## config.mk

```make
export PLATFORM = sky130hd
export DESIGN_NAME = scan_multiplexer_nway
export DESIGN_NICKNAME = d
export VERILOG_FILES = /design/src/rtl/scan_multiplexer_nway.sv
export SDC_FILE = /design/constraint.sdc
export NUM_CORES = 1
export LEC_CHECK = 0
export BUFFER_PORTS_ARGS = -buffer_cell sky130_fd_sc_hd__buf_2
export CORE_MARGIN = 2
export CORE_UTILIZATION = 39
export DETAILED_ROUTE_END_ITERATION = 16
export HOLD_SLACK_MARGIN = 0.1
export PLACE_DENSITY = 0.85
export SETUP_SLACK_MARGIN = 0.05
export SLEW_MARGIN = 15
export SYNTH_ARGS = -nofsm -noshare
export SYNTH_HDL_FRONTEND = slang
export SYNTH_SLANG_ARGS = --single-unit
```

## constraint.sdc

```tcl
create_clock -name clk -period 1.9 [get_ports clk]
set_input_delay 0.38 -clock clk [delete_from_list [all_inputs] [get_ports clk]]
set_output_delay 0.38 -clock clk [all_outputs]
set_load 0.01 [all_outputs]
```

## src/rtl/scan_multiplexer_nway.sv

```systemverilog
// scan_multiplexer_nway
// Registered N-way channel multiplexer (N = 2**SEL_BITS) with a manual select
// mode and a scan mode that walks a programmable, possibly wrapping, channel
// window. A capture on 'sample' produces a one-cycle out_valid pulse carrying
// the channel data and its index; scan_done flags the capture of scan_last.
//
// Optional build macro: SCAN_MUX_PARITY_EN adds a registered out_parity output
// holding the XOR reduction of the captured word.

module scan_multiplexer_nway #(
  parameter int WIDTH    = 8,
  parameter int SEL_BITS = 3
) (
  input  logic                              clk,
  input  logic                              reset_n,
  input  logic [WIDTH*(1<<SEL_BITS)-1:0]    data_in,
  input  logic [SEL_BITS-1:0]               sel,
  input  logic                              mode,
  input  logic [SEL_BITS-1:0]               scan_first,
  input  logic [SEL_BITS-1:0]               scan_last,
  input  logic                              scan_restart,
  input  logic                              sample,
  output logic [WIDTH-1:0]                  out,
  output logic                              out_valid,
  output logic [SEL_BITS-1:0]               out_chan,
  output logic                              scan_done
`ifdef SCAN_MUX_PARITY_EN
  ,
  output logic                              out_parity
`endif
);

  logic [SEL_BITS-1:0] ptr;        // scan pointer: channel the next scan capture uses
  logic                mode_q;     // mode of the previous cycle, detects scan entry
  logic                reload;     // scan entry or explicit restart this cycle
  logic [SEL_BITS-1:0] eptr;       // effective pointer after reload
  logic [SEL_BITS-1:0] eptr_next;  // pointer after a capture at eptr
  logic [SEL_BITS-1:0] chan;       // channel captured if sample is high
  logic [WIDTH-1:0]    chan_word;  // data of that channel

  // Resolve the effective scan pointer, its successor and the selected channel.
  // NOTE: every signal here is assigned on every path, so no latch can be inferred.
  always_comb begin
    reload    = (mode && !mode_q) || scan_restart;
    eptr      = reload ? scan_first : ptr;
    // At scan_last fold back to scan_first; otherwise step mod N, which lets a
    // wrapped window (first > last) pass through N-1 to 0 and lets a pointer
    // stranded outside a changed window walk forward until it meets scan_last.
    eptr_next = (eptr == scan_last) ? scan_first : eptr + 1'b1;
    chan      = mode ? eptr : sel;
    chan_word = data_in[chan*WIDTH +: WIDTH];
  end

  // Capture register, valid/done pulses and scan pointer state.
  // NOTE: sequential state uses non-blocking assignments so every register
  // samples pre-edge values regardless of statement order.
  always_ff @(posedge clk) begin
    if (!reset_n) begin
      out        <= '0;
      out_valid  <= 1'b0;
      out_chan   <= '0;
      scan_done  <= 1'b0;
      ptr        <= '0;
      mode_q     <= 1'b0;
`ifdef SCAN_MUX_PARITY_EN
      out_parity <= 1'b0;
`endif
    end else begin
      mode_q    <= mode;
      out_valid <= sample;
      scan_done <= sample && mode && (chan == scan_last);
      if (sample) begin
        out      <= chan_word;
        out_chan <= chan;
`ifdef SCAN_MUX_PARITY_EN
        out_parity <= ^chan_word;
`endif
      end
      // Pointer is frozen in manual mode; in scan mode it commits any reload
      // and advances only when a capture consumed the current channel.
      if (mode) begin
        ptr <= sample ? eptr_next : eptr;
      end
    end
  end

endmodule

```

==> metrics.txt <==
vias=1820; Post-Syn Area=0.00150 mm^2; final core utilization=64.9%; sw frac=33.1%; power density cells=538 mW/mm^2; critical path type=reg -> reg; #FFs+latches synth=17; Worst-Margin Slew=394 ps; hold crit path type=reg -> reg; Seq/Total Area, Yosys=22.6%; Nets=354; syn nets=244; Initial Util=40.8%; drt total wl=5320 um; post-synth top area share=22.6%; largest net degree at the start of global routing=22; Reg2Reg Depth=8; first-pass GRT wire length=7590 um; Crit path required time=2020 ps; CP Data Arrival Time=slightly below 2000 ps; status=finished, final reports clean; IO Pins=around 90; Clock transition at path regs=approximately 70 ps; YS warnings=0; fmax=0.538 GHz; final hold vios=0; relative slew slack=73.8%; RD Place Congestion=0.825; area delta synth->final=59.2%; CTS Hold Bufs=0; DRT Pass-1 Iters=4; sequential power share=a little under a third; worst-skew pair later-pin latency=about 270 ps; max_cap viols=0; post-DP HPWL=3790 um; layout cells sized above 1=58.5%; leakage=approximately 1.1 nW; CTS max path bufs=2; Setup crit end kind=flop; core area=0.00369 mm^2; P_int=around 0.86 mW; CTS root buffer=clkbuf_8; most frequent cells in the layout=buf_2, buf_4, dfxtp_1; htree depth=1; largest area contributor in the netlist=dfxtp_1; Residual DRC=0; Fill cells=333; wire per inst=16.5 um; Cell variety after synth=between 40 and 50; grt ovf=0; Mapped Avg Cell Area=~9 um^2; die area=between 0.004 and 0.005 mm^2; Max VDD drop=0.330 mV; global router's overall resource usage=22.8%; die extent in y=66.1 um; Iter 0 DRT Violations=169; setup violators final=0; vias in the first global route=1697; Setup Skew=4.91 ps; Sw Pwr=around 0.43 mW; Rows=22; Cells after Synth=166; leading cell type in the layout, fill and taps excluded=buf_2; max-slew violations=0; synth top area cells=dfxtp_1, mux4_2, mux2i_1; die width=between 60 and 70 um; PortBufs=90; initial antenna violation count=0; hold path cells=2; diode count=0; CP startpoint kind=flop; CP Max Fanout=6; RSZ-0062 raised after global routing=yes; time the worst path needs with I/O delays and setup=1860 ps; cts bufs inserted=3; Final ANT Viol Nets=0; Clock power frac=about 22%; post-DR vias/cell=5.63; setup TNS=0 ps; Final Cycle Share=97.8%; Combinational Power Share=between 40% and 50%; # clock sinks=17; TritonCTS clock tree=yes
## Yosys cell counts (all sizes together)
cell / n
nand3b: 2
nor4: 2
a31oi: 1
inv: 4
or3: 1
nand3: 4
nor2: 11
xor2: 2
nand2: 14
a21oi: 12
and2: 3
buf: 5
o2111ai: 4
xnor2: 3
nor3: 4
a32o: 1
o311ai: 2
a21o: 2
a211oi: 1
nor3b: 3
o2111a: 1
o22ai: 6
a22oi: 3
dfxtp: 17
o31ai: 2
nor2b: 4
nand2b: 4
a21boi: 1
or4: 1
mux2: 4
mux2i: 13
o21ai: 11
clkbuf: 6
mux4: 12
## repair_timing
action | in CTS | in global routing
gates resized for setup | 7 | 17
endpoints found under the setup margin | 3 | 9
pin swaps | 7 | 12
buffers inserted | 0 | 7
gates cloned | 0 | 2
## worst paths after layout
check,startpoint,to,slack [ps]
min reg2reg,out[6],out[6],480
max reg2reg,mode_q,ptr[0],40
max,mode_q,ptr[0],40
min,out[6],out[6],480
## critical path, cell delays in order, from the launching register on
cell and delay (ps):
dfxtp_2 360, inv_2 50, a21oi_4 210, mux2i_4 350, xnor2_4 190, buf_4 170
nor3b_1 40, o2111ai_1 180, o311ai_0 160
## cell families (layout without fill, tap and decap cells)
logic type / count (synthesis) / after routing / synth area share (%)
AO/OA/AOI/OAI: 47 / 47 / 21.2
buffers and inverters: 15 / 124 / 4.58
AND/OR/NAND/NOR: 53 / 53 / 17.7
multiplexers: 29 / 29 / 30.4
flip-flops: 17 / 17 / 22.6
XOR/XNOR: 5 / 5 / 3.41
## through the flow
| stage | cells | cell area (um^2) | worst slack (ps) | power [mW] | hold slack [ps] |
|---|---|---|---|---|---|
| 6_report | 323 | 2390 | 41.6 | 1.29 | 481 |
| 5_1_grt | 323 | 2390 | -89.1 | 1.35 | 502 |
| 4_1_cts | 315 | 2220 | 28.3 | 1.21 | 481 |
| 3_5_place_dp | 311 | 2130 | -135 | 0.914 | 468 |
| 3_3_place_gp | 311 | 2130 | -118 | 0.899 | 464 |
| 2_1_floorplan | 166 | 1520 | 7.36 | 0.704 | 491 |
## power by group through the flow
stage | combinational [mW] | clock [mW] | sequential [mW]
finish | 0.593 | 0.286 | 0.409
floorplan | 0.278 | 0 | 0.426
global route | 0.638 | 0.302 | 0.413
global placement | 0.485 | 0 | 0.415
detailed placement | 0.498 | 0 | 0.416
CTS | 0.518 | 0.287 | 0.408
## state kept, by name, indices dropped and copies added (netlist names)
name and cells:
out_chan 3, mode_q 1, ptr 3, out_valid 1
scan_done 1, out 8
## final cells by class
type                    count  area, um^2  share of cell area (%)
multi-input cells         134        1220                    50.8
repair buffers            116         717                    29.9
flip-flops and latches     17         342                    14.3
well taps                  48        60.1                    2.51
clock buffers               4        45.0                    1.88
inverters                   4        15.0                   0.627
## metal layers
metal	vias up	GRT usage (%)	wire length, um
li1	856	-	-
met1	864	28.9	2070
met4	0	6.89	112
met3	13	4.60	325
met5	-	0	0
met2	87	38.8	2810
Note: power is estimated with default switching activity, not from simulation.
